### src/rtl/noc_interface.sv
// CPU-to-NoC bridge: a TX packet FIFO feeding the router, an RX packet FIFO
// drained by CPU reads, and a small CSR block with sticky error flags and a level irq.
module noc_interface #(
  parameter int ADDR_W   = 32,
  parameter int DATA_W   = 32,
  parameter int TX_DEPTH = 8,
  parameter int RX_DEPTH = 8
) (
  input  logic                     clk,
  input  logic                     reset,
  input  logic [ADDR_W-1:0]        addr_cpu,
  input  logic [DATA_W-1:0]        data_out_cpu,
  output logic [DATA_W-1:0]        data_in_cpu,
  input  logic                     write_en_cpu,
  input  logic                     read_en_cpu,
  input  logic                     csr_sel,
  output logic [ADDR_W+DATA_W-1:0] tx_pkt,
  output logic                     tx_valid,
  input  logic                     tx_ready,
  input  logic [ADDR_W+DATA_W-1:0] rx_pkt,
  input  logic                     rx_valid,
  output logic                     rx_ready,
  output logic                     irq,
  output logic                     tx_full
);

  localparam int PKT_W = ADDR_W + DATA_W;
  localparam int TXP   = $clog2(TX_DEPTH);
  localparam int TXC   = TXP + 1;
  localparam int RXP   = $clog2(RX_DEPTH);
  localparam int RXC   = RXP + 1;

  logic [PKT_W-1:0] tx_mem [TX_DEPTH];
  logic [PKT_W-1:0] rx_mem [RX_DEPTH];
  logic [TXP-1:0]   tx_wr_ptr, tx_rd_ptr;
  logic [RXP-1:0]   rx_wr_ptr, rx_rd_ptr;
  logic [TXC-1:0]   tx_count;
  logic [RXC-1:0]   rx_count;
  logic             tx_ovf, rx_udf, irq_en;

  logic             cpu_wr, cpu_rd;
  logic             tx_push, tx_pop, tx_drop;
  logic             rx_push, rx_pop, rx_empty, rx_read_udf;
  logic             csr_wr_status, csr_wr_irq;
  logic [PKT_W-1:0] rx_head;
  logic [31:0]      status_word;
  logic [DATA_W-1:0] rd_data;

  // Handshakes: a transfer happens on a rising edge where valid and ready are
  // both high; the offering side holds its payload until that edge.
  assign cpu_wr   = write_en_cpu;
  assign cpu_rd   = read_en_cpu & ~write_en_cpu;

  assign tx_full  = (tx_count == TXC'(TX_DEPTH));
  assign tx_valid = (tx_count != '0);
  assign tx_pkt   = tx_mem[tx_rd_ptr];
  assign tx_push  = cpu_wr & ~csr_sel & ~tx_full;
  assign tx_drop  = cpu_wr & ~csr_sel & tx_full;
  assign tx_pop   = tx_valid & tx_ready;

  assign rx_ready    = (rx_count != RXC'(RX_DEPTH));
  assign rx_empty    = (rx_count == '0);
  assign rx_head     = rx_mem[rx_rd_ptr];
  assign rx_push     = rx_valid & rx_ready;
  assign rx_pop      = cpu_rd & ~csr_sel & ~rx_empty;
  assign rx_read_udf = cpu_rd & ~csr_sel & rx_empty;

  assign csr_wr_status = cpu_wr & csr_sel & ~addr_cpu[2];
  assign csr_wr_irq    = cpu_wr & csr_sel & addr_cpu[2];

  assign status_word = {8'h00, 8'(rx_count), 8'(tx_count), 1'b0, irq_en, rx_udf,
                        tx_ovf, ~rx_empty, rx_ready, tx_valid, tx_full};

  always_comb begin
    rd_data = data_in_cpu;
    if (cpu_rd) begin
      if (!csr_sel)
        rd_data = rx_empty ? '0 : rx_head[DATA_W-1:0];
      else if (addr_cpu[2])
        rd_data = rx_empty ? '0 : DATA_W'(rx_head[PKT_W-1:DATA_W]);
      else
        rd_data = DATA_W'(status_word);
    end
  end

  // Storage is deliberately left out of reset; only pointers and counts matter.
  always_ff @(posedge clk) begin
    if (tx_push) tx_mem[tx_wr_ptr] <= {addr_cpu, data_out_cpu};
    if (rx_push) rx_mem[rx_wr_ptr] <= rx_pkt;
  end

  always_ff @(posedge clk or posedge reset) begin
    if (reset) begin
      tx_wr_ptr   <= '0;
      tx_rd_ptr   <= '0;
      tx_count    <= '0;
      rx_wr_ptr   <= '0;
      rx_rd_ptr   <= '0;
      rx_count    <= '0;
      tx_ovf      <= 1'b0;
      rx_udf      <= 1'b0;
      irq_en      <= 1'b0;
      irq         <= 1'b0;
      data_in_cpu <= '0;
    end else begin
      tx_wr_ptr   <= tx_wr_ptr + TXP'(tx_push);
      tx_rd_ptr   <= tx_rd_ptr + TXP'(tx_pop);
      tx_count    <= tx_count + TXC'(tx_push) - TXC'(tx_pop);
      rx_wr_ptr   <= rx_wr_ptr + RXP'(rx_push);
      rx_rd_ptr   <= rx_rd_ptr + RXP'(rx_pop);
      rx_count    <= rx_count + RXC'(rx_push) - RXC'(rx_pop);
      data_in_cpu <= rd_data;

      // Set events take priority over write-1-to-clear.
      if (tx_drop)
        tx_ovf <= 1'b1;
      else if (csr_wr_status && data_out_cpu[4])
        tx_ovf <= 1'b0;
      if (rx_read_udf)
        rx_udf <= 1'b1;
      else if (csr_wr_status && data_out_cpu[5])
        rx_udf <= 1'b0;

      if (csr_wr_irq) irq_en <= data_out_cpu[0];
      irq <= irq_en & (~rx_empty | tx_ovf | rx_udf);
    end
  end

endmodule

### config.mk
export PLATFORM = sky130hd
export DESIGN_NAME = noc_interface
export DESIGN_NICKNAME = d
export VERILOG_FILES = /design/src/rtl/noc_interface.sv
export SDC_FILE = /design/constraint.sdc
export NUM_CORES = 1
export LEC_CHECK = 0
export ABC_AREA = 0
export BUFFER_PORTS_ARGS = -buffer_cell sky130_fd_sc_hd__buf_2
export CAP_MARGIN = 15
export CORE_MARGIN = 10
export CORE_UTILIZATION = 38
export CTS_CLUSTER_SIZE = 8
export DETAILED_ROUTE_END_ITERATION = 7
export GPL_ROUTABILITY_DRIVEN = 0
export GPL_TIMING_DRIVEN = 0
export PLACE_DENSITY = 0.59
export SLEW_MARGIN = 30
export SYNTH_ARGS = -nofsm -noshare
export SYNTH_HDL_FRONTEND = slang
export SYNTH_SLANG_ARGS = --single-unit
### constraint.sdc
create_clock -name clk -period 8.9 [get_ports clk]
set_input_delay 0.445 -clock clk [delete_from_list [all_inputs] [get_ports clk]]
set_output_delay 0.445 -clock clk [all_outputs]
set_load 0.005 [all_outputs]
==> results of run 1 <==
synth_stat cells (all sizes together), types with 4 or more instances:
master	number
mux4	211
ha	16
o31ai	18
inv	11
mux2	133
clkbuf	39
a31oi	4
buf	54
nor3	6
nor2	21
dfrtp	56
nand3	4
a22oi	41
o21ai	31
mux2i	56
nand2	15
xnor2	4
o22ai	17
nand2b	6
o21bai	17
xor2	8
a32oi	11
a21oi	24
or2	13
edfxtp	1024
routing by layer:
layer	track usage	share of wire	vias to the layer above
met2	0.275	0.48	773
met5	0	0.0012	-
met4	0.0460	0.021	20
li1	-	-	9032
met3	0.0504	0.084	168
met1	0.222	0.41	10900
layout make-up:
type,count,area [um2],area share
sequential,1080,32200,0.621
multi-input combinational,673,8780,0.170
timing repair buffer,459,4170,0.0806
clock buffer,199,4000,0.0773
tap,1403,1760,0.0339
buffer,93,510,0.00986
clock inverter,17,314,0.00607
inverter,11,43.8,0.000846
antenna,10,25.0,0.000484
final timing paths:
check / slack, ns / start / endpoint
min in group asynchronous: 0.35 / reset / tx_wr_ptr[1]
min reg2reg: 0.50 / rx_rd_ptr[1] / rx_rd_ptr[1]
max: 5.19 / tx_rd_ptr[1] / tx_pkt[61]
min: 0.05 / csr_sel / data_in_cpu[19]
max reg2reg: 5.38 / tx_count[2] / tx_mem[1][44]
max in group asynchronous: 7.98 / reset / data_in_cpu[7]
timing repair:
action,CTS,global route
hold endpoints to repair,1022,0
gates resized for setup,0,0
hold buffers,125,0
stage by stage:
stage	std cells	total power [W]	setup slack, ns	utilization
final	3945	0.0166	5.19	0.481
after global routing	3938	0.0173	5.03	0.481
after CTS	3935	0.0168	4.84	0.481
after detailed placement	3594	0.0115	4.87	0.429
after global placement	3494	0.0112	-3.15	0.412
after floorplan	1857	0.00945	2.56	-
power by group:
group / internal [W] / switching [W]
sequential: 0.00625 / 0.000213
combinational: 0.00228 / 0.00262
clock: 0.00313 / 0.00208
total: 0.0117 / 0.00491
logic make-up after synthesis:
| group | synth area share |
|---|---|
| flops | 0.777 |
| simple gates | 0.00980 |
| xor+xnor | 0.00254 |
| compound gates | 0.0265 |
| buf+inv | 0.0133 |
| fa+ha+maj | 0.00581 |
| mux | 0.165 |
flip-flops by register name, summed over array words and instances (netlist names), 3 cells and up:
register / cells
tx_mem: 512
rx_mem: 512
tx_wr_ptr: 3
rx_rd_ptr: 3
rx_wr_ptr: 3
tx_rd_ptr: 3
data_in_cpu: 32
tx_count: 4
rx_count: 4
worst register-to-register path: cells and delay by family (launching register included):
kind	cells	cell delay, ns
flip-flops	1	0.36
adder cells (fa/ha/maj)	1	0.19
AND/OR/NAND/NOR	4	1.63
buffers and inverters	6	1.03
==> flow_metrics.tcl, run 1 <==
set metrics [dict create \
    cp_max_fo 10 \
    vias 20900 \
    post-route-drc-count 0 \
    final_cell_mix "edfxtp_1 (1024), buf_2 (264), mux4_2 (211), clkbuf_16 (153), mux2_2 (133)" \
    synth_cell_type_count 42 \
    syn_nets 2010 \
    clk_pin_slew_ns 0.05 \
    grt_pass1_vias 22500 \
    worstPathCellList "clkbuf_1, buf_1, mux4_2, mux2_2, buf_2" \
    tightest_slew_ns 0.825 \
    area.growth.synth_to_final_pct 25.1 \
    clock_skew_ns 0.0282 \
    htree_levels 4 \
    hold_viol 0 \
    synth_async_sr_flop_share 0.0519 \
    io_buffers 234 \
    drive_above_1_share 0.367 \
    wl_um 103000 \
    first_pass_iters 5 \
    ant_nets 0 \
    layout.nets 2624 \
    dieArea_mm2 0.122 \
    rsz0062_at_grt "false" \
    drtIter0Drc 1840 \
    tritoncts "yes" \
    cts.sinks 1080 \
    grt_pass1_wl_um 153000 \
    crit_type "flip-flop to output port" \
    rows 120 \
    max_freq_ghz 0.269 \
    status "finished, final reports clean" \
    critical_path.top_delay_family "buffers and inverters" \
    path_depth 5 \
    die_w_um 350 \
    cp.arrival_ns 3.27 \
    core_mm2 0.108 \
    p_per_area_mw_per_mm2 320 \
    synth_area_mm2 0.0414 \
    peakVddDrop_mv 0.196 \
    stdcell_area_mm2 0.0517 \
    insertion_delay_ns 0.75 \
    cap_violations 0 \
    mostFrequentLayoutCell "edfxtp_1" \
    synth_seq_cells 1080 \
    yosysTopAreaCell "edfxtp_1" \
    hold_path.class "input port to flip-flop" \
    synthCells 1857 \
    crit_slowest_cell "buf_1" \
    synth_area_per_cell_um2 22.3 \
    leakage_nw 17.5 \
    synth_edf_count 1024 \
    ys.flop_type "edfxtp_1" \
    dpl_cell_area_mm2 0.0461 \
    crit_required_ns 8.46 \
    slew_headroom 0.450 \
    dp_hpwl_um 69800 \
    antenna_found_initial 20 \
    filler_cell_count 8799 \
    io-pin-count 235 \
    min_period_ns 3.71 \
    postCtsSetupBuffers 0 \
    cts_buffer_depth 3 \
    synthTopCellsByArea "edfxtp_1 (74%), mux4_2 (11%), mux2_2 (3.6%)" \
    endpoint_kind "output port" \
    grt_usage 0.170 \
    tns_ns 0 \
    slew_viol_final 0 \
    post-route-period-util 0.417 \
    netlist.area_leader.share 0.743 \
    finalSetupViolations 0 \
    critPathMaxStageDelay_ns 0.69 \
    grt_max_degree 32 \
    crit_buf_inv 3 \
    reg2reg_depth 11 \
    wire_per_inst_um 26.2 \
    synth_seq_area_share 0.777 \
    via_per_inst 5.30 \
    critPathLaunchType "flip-flop" \
    whs_ns 0.0527 \
    start_util 0.385 \
    root_buffer "clkbuf_16" \
    cts_buffers 153 \
    yosysWarnings 0 \
    holdPathStages 3 \
    die_y_um 350 \
    grt-ovfl-total 0 \
]
Note: power is estimated with default switching activity, not from simulation.
==> run 2, diff against run 1 <==
--- a/config.mk
+++ b/config.mk
@@ -5,7 +5,7 @@
 export SDC_FILE = /design/constraint.sdc
 export NUM_CORES = 1
 export LEC_CHECK = 0
-export ABC_AREA = 0
+export ABC_AREA = 1
 export BUFFER_PORTS_ARGS = -buffer_cell sky130_fd_sc_hd__buf_2
 export CAP_MARGIN = 15
 export CORE_MARGIN = 10
==> constraint.sdc (replaced) <==
create_clock -name clk -period 3.6 [get_ports clk]
set_input_delay 0.18 -clock clk [delete_from_list [all_inputs] [get_ports clk]]
set_output_delay 0.18 -clock clk [all_outputs]
set_load 0.005 [all_outputs]
==> flow_metrics.tcl, run 2 <==
set metrics [dict create \
    grt_usage 0.196 \
    grt_max_degree 42 \
    io-pin-count 235 \
    leakage_nw 19.8 \
    syn_nets 3570 \
    start_util 0.383 \
    pwr-share-seq 0.368 \
    via_per_inst 5.20 \
    max_freq_ghz 0.296 \
    ys.flop_type "edfxtp_1" \
    hold_path.class "input port to flip-flop" \
    root_buffer "clkbuf_16" \
    reg_top3 "rx_mem x512, tx_mem x512, data_in_cpu x32" \
    yosysWarnings 0 \
    synth_edf_count 1024 \
    tightest_slew_ns 0.974 \
    worstPathCellList "clkbuf_1, clkbuf_1, o21ai_0, o32ai_1, nand2_1, nand2_1, buf_2" \
    post-route-period-util 0.939 \
    comb_power_share 0.333 \
    peakVddDrop_mv 0.562 \
    rows 123 \
    wl_um 127000 \
    die_w_um 357 \
    slew_viol_final 0 \
    status "finished, final reports clean" \
    yosysMostFrequentCell "edfxtp_1" \
    netlist.area_leader.share 0.714 \
    drtIter0Drc 2985 \
    synth_common_cells "edfxtp_1 (1024), nand2_1 (589), nor2_1 (578), o21ai_0 (256), nand3_1 (236)" \
    area.growth.synth_to_final_pct 24.7 \
    rsz0062_at_grt "false" \
    dieArea_mm2 0.127 \
    fin_cells 5587 \
    crit_type "flip-flop to output port" \
    yosysTopAreaCell "edfxtp_1" \
    synth_seq_area_share 0.747 \
    ant_nets 0 \
    endpoint_kind "output port" \
    first_pass_iters 5 \
    crit_slowest_cell "clkbuf_1" \
    p_total_w 0.0436 \
    clk_pin_slew_ns 0.05 \
    grt-ovfl-total 0 \
    synth_area_per_cell_um2 12.6 \
    insertion_delay_ns 0.75 \
    htree_levels 4 \
    slew_headroom 0.351 \
    cp.arrival_ns 3.20 \
    critical_path.top_delay_family "buffers and inverters" \
    synth_cell_type_count 30 \
    critPathMaxStageDelay_ns 0.70 \
    synthCells 3417 \
    grt_pass1_wl_um 187000 \
    cp_max_fo 10 \
    synth_seq_cells 1080 \
    wire_per_inst_um 22.7 \
    drive_above_1_share 0.146 \
    grt_pass1_vias 28800 \
    p_int_w 0.0280 \
    clock_skew_ns 0.0275 \
    p_per_area_mw_per_mm2 812 \
    p_sw_w 0.0155 \
    synth_area_mm2 0.0431 \
    crit_required_ns 3.42 \
    antenna_found_initial 16 \
    die_y_um 357 \
    placed_cells 5218 \
    swShare 0.357 \
    io_buffers 234 \
    min_period_ns 3.38 \
    synthTopCellsByArea "edfxtp_1 (71%), nand2_1 (5.1%), nor2_1 (5.0%)" \
    final_cell_mix "edfxtp_1 (1024), nand2_1 (589), nor2_1 (562), buf_2 (287), o21ai_0 (256)" \
    cts.sinks 1080 \
    cap_violations 0 \
    mostFrequentLayoutCell "edfxtp_1" \
    dp_hpwl_um 84800 \
    tritoncts "yes" \
    critPathLaunchType "flip-flop" \
    layout.nets 4163 \
    synth_async_sr_flop_share 0.0519 \
    hold_viol 0 \
    crit_buf_inv 3 \
    cts_buffer_depth 3 \
    post-route-drc-count 0 \
    vias 29100 \
    finalSetupViolations 0 \
    p_clk_frac 0.299 \
    cts_buffers 154 \
    core_mm2 0.112 \
]
run 2: area by class of cell:
cell class / count / area [um2]
Clock buffer: 213 / 4190
Sequential cell: 1080 / 32200
Inverter: 213 / 802
Multi-Input combinational cell: 1917 / 9210
Fill cell: 9790 / 58800
Clock inverter: 11 / 96.3
Timing Repair Buffer: 437 / 4330
Tap cell: 1500 / 1880
Buffer: 207 / 1020
Antenna cell: 9 / 22.5
run 2: per-stage QoR:
stage	util	setup TNS (ns)	setup WS [ns]	cell area, um2	hold slack [ns]
after detailed placement	0.427	0	0.0485	48000	0.175
after global routing	0.477	0	0.107	53700	0.212
final	0.477	0	0.220	53700	0.176
after floorplan	-	-405.69	-0.792	43100	0.279
after CTS	0.477	0	0.0518	53700	0.127
after global placement	0.410	-2880.31	-4.20	46100	0.440
run 2: worst min-delay path, cell delays in order:
cell     delay (ns)
buf_2          0.14
nand2_1        0.10
inv_2          0.04
nand2_1        0.09
nor3_2         0.12
nand3_1        0.12
nand3_1        0.08
run 2: repair_timing:
item	in CTS	in global routing
endpoints found under the setup margin	0	16
setup buffers	0	0
resized for setup	0	1
hold buffers	136	0
hold endpoints to repair	1091	0
run 2: power by group through the flow:
stage	registers (W)	logic (W)	clock network, W
2_1_floorplan	0.0162	0.00781	0
3_3_place_gp	0.0164	0.0134	0
3_5_place_dp	0.0162	0.0144	0
4_1_cts	0.0160	0.0146	0.0132
5_1_grt	0.0161	0.0159	0.0137
6_report	0.0160	0.0145	0.0130
run 2: final timing paths:
path / startpoint / endpoint / slack [ns] / depth (start not counted)
worst max-delay path: tx_rd_ptr[1] / tx_pkt[5] / 0.22 / 7
worst min-delay path: read_en_cpu / data_in_cpu[25] / 0.18 / 7
worst max register to register: tx_count[2] / tx_mem[6][49] / 0.51 / 11
worst min register to register: data_in_cpu[21] / data_in_cpu[21] / 0.50 / 2
max in group asynchronous: reset / data_in_cpu[12] / 2.42 / 5
min in group asynchronous: reset / tx_rd_ptr[0] / 0.62 / 4
run 2: metal layers:
layer  GRT usage  share of wire  up-vias
met2       0.322           0.48     1240
met5           0        0.00086        -
met1       0.252           0.40    14300
met3      0.0472          0.089      208
met4      0.0658          0.025       20
li1            -              -    13300
run 2: kinds of logic after synthesis:
logic type / after synthesis / synth area share
and+or+nand+nor: 1408 / 0.130
muxes: 1 / 0.000262
DFF: 1080 / 0.747
buffers and inverters: 420 / 0.0423
xor gates and xnor gates: 8 / 0.00163
adders and majority gates: 18 / 0.00558
AOI/OAI and AO/OA: 482 / 0.0737
==> run 3, diff against run 2 <==
--- a/config.mk
+++ b/config.mk
@@ -9,12 +9,12 @@
 export BUFFER_PORTS_ARGS = -buffer_cell sky130_fd_sc_hd__buf_2
 export CAP_MARGIN = 15
 export CORE_MARGIN = 10
-export CORE_UTILIZATION = 38
+export CORE_UTILIZATION = 49
 export CTS_CLUSTER_SIZE = 8
 export DETAILED_ROUTE_END_ITERATION = 7
 export GPL_ROUTABILITY_DRIVEN = 0
 export GPL_TIMING_DRIVEN = 0
-export PLACE_DENSITY = 0.59
+export PLACE_DENSITY = 0.71
 export SLEW_MARGIN = 30
 export SYNTH_ARGS = -nofsm -noshare
 export SYNTH_HDL_FRONTEND = slang
==> constraint.sdc (replaced) <==
create_clock -name clk -period 4.3 [get_ports clk]
set_input_delay 0.215 -clock clk [delete_from_list [all_inputs] [get_ports clk]]
set_output_delay 0.215 -clock clk [all_outputs]
set_load 0.005 [all_outputs]
==> flow_metrics.tcl, run 3 (synthesis results as in run 2) <==
set metrics [dict create \
    status "finished, final reports clean" \
    leakage_nw 19.7 \
    worstPathCellList "buf_4, buf_6, clkbuf_1, o21ai_0, o32ai_1, nand2_1, nand2_1, buf_2" \
    drive_above_1_share 0.146 \
    crit_start "tx_rd_ptr[0]" \
    wl_um 123000 \
    clock_skew_ns 0.0192 \
    ant_nets 0 \
    post-route-period-util 0.793 \
    p_per_area_mw_per_mm2 683 \
    cts_resized 0 \
    min_period_ns 3.41 \
    p_sw_w 0.0130 \
    htree_levels 4 \
    critPathMaxStageDelay_ns 0.65 \
    die_w_um 316 \
    crit_slowest_cell "dfrtp_1" \
    slew_headroom 0.424 \
    via_per_inst 5.75 \
    cap_violations 0 \
    root_buffer "clkbuf_16" \
    vias 30100 \
    critPathLaunchType "flip-flop" \
    grt_max_degree 39 \
    placed_cells 4870 \
    area.growth.synth_to_final_pct 23.2 \
    postCtsHoldBufs 131 \
    r2r_start "tx_count[2]" \
    insertion_delay_ns 0.75 \
    dpl_cell_area_mm2 0.0475 \
    dp_hpwl_um 79400 \
    hold_viol 0 \
    whs_ns 0.0289 \
    comb_power_share 0.331 \
    crit_type "flip-flop to output port" \
    finalSetupViolations 0 \
    tritoncts "yes" \
    peakVddDrop_mv 0.467 \
    max_freq_ghz 0.293 \
    grt_pass1_vias 30000 \
    postCtsSetupBuffers 0 \
    dieArea_mm2 0.100 \
    io_buffers 234 \
    cp.arrival_ns 3.19 \
    drtIter0Drc 3640 \
    layout.nets 4154 \
    crit_required_ns 4.09 \
    rsz0062_at_grt "false" \
    final_cell_mix "edfxtp_1 (1024), nand2_1 (589), nor2_1 (562), buf_2 (287), o21ai_0 (256)" \
    cts_buffer_depth 3 \
    p_int_w 0.0233 \
    stdcell_area_mm2 0.0530 \
    slew_viol_final 0 \
    endpoint_kind "output port" \
    die_y_um 316 \
    start_util 0.495 \
    core_mm2 0.0870 \
    grt_pass1_wl_um 182000 \
    mostFrequentLayoutCell "edfxtp_1" \
    cp_max_fo 10 \
    timing.critical_path.mode_cell "nand2_1" \
    tightest_slew_ns 0.864 \
    utilization 0.609 \
    grt_usage 0.241 \
    p_total_w 0.0362 \
    wire_per_inst_um 23.4 \
    pwr-share-seq 0.371 \
    io-pin-count 235 \
    grt-ovfl-total 0 \
    cts_buffers 153 \
    hold_path.class "input port to asynchronous set/reset pin" \
    rows 108 \
    swShare 0.358 \
    p_clk_frac 0.297 \
    post-route-drc-count 0 \
    cts.sinks 1080 \
    antenna_found_initial 10 \
    fin_cells 5231 \
    clk_pin_slew_ns 0.05 \
    first_pass_iters 5 \
    reg_top3 "rx_mem x512, tx_mem x512, data_in_cpu x32" \
]
==> run 3: cell types whose count changed in the layout (fill, tap and decap cells not counted), sizes merged <==
cell         change
clkinv           +5
dlygate4sd3      -5
buf              -3
clkbuf           -8
inv              +1
clkinvlp         -1
==> run 3: path summary, 6_finish.rpt <==
path                                         to  slack, ns  cells after the start
worst max-delay path                 tx_pkt[57]       0.89                      8
worst min-delay path             data_in_cpu[6]       0.03                      3
worst max register to register    tx_mem[7][50]       1.02                     11
worst min register to register     tx_wr_ptr[2]       0.51                      1
max in group asynchronous       data_in_cpu[12]       3.71                      4
min in group clk                   rx_wr_ptr[0]       0.05                      4
==> run 3: power by group through the flow <==
stage          combinational, W  sequential [W]  clock, W
3_3_place_gp             0.0108          0.0138         0
5_1_grt                  0.0130          0.0135    0.0113
6_report                 0.0120          0.0135    0.0108
3_5_place_dp             0.0117          0.0136         0
4_1_cts                  0.0119          0.0134    0.0108
2_1_floorplan           0.00652          0.0136         0
==> run 3: cell type report <==
type                            count  area [um2]
Fill cell                        6428       34000
Multi-Input combinational cell   1917        9210
Clock inverter                     16         203
Inverter                          213         802
Clock buffer                      205        4050
Sequential cell                  1080       32200
Antenna cell                        9        22.5
Buffer                            207        1020
Tap cell                         1155        1450
Timing Repair Buffer              429        4140
==> run 3: per-stage QoR <==
step | setup WS (ns) | TNS [ns]
3_3_place_gp | -2.99 | -2936.72
4_1_cts | 0.931 | 0
2_1_floorplan | -0.0924 | -47.29
5_1_grt | 0.784 | 0
6_report | 0.892 | 0
3_5_place_dp | 0.986 | 0
==> run 3: worst max-delay path: cells and delay by family (launching register included) <==
family	cells	cell delay [ns]
buffers and inverters	4	1.19
flip-flops	1	0.65
AO/OA/AOI/OAI	2	0.39
AND/OR/NAND/NOR	2	0.24
==> run 3: per-layer routing <==
layer	wire length (um)	share of wire	up-vias	GRT usage
li1	-	-	13300	-
met1	45100	0.37	14600	0.300
met2	59800	0.49	1838	0.399
met3	12700	0.10	324	0.0557
met4	4910	0.040	12	0.110
met5	76	0.00062	-	0
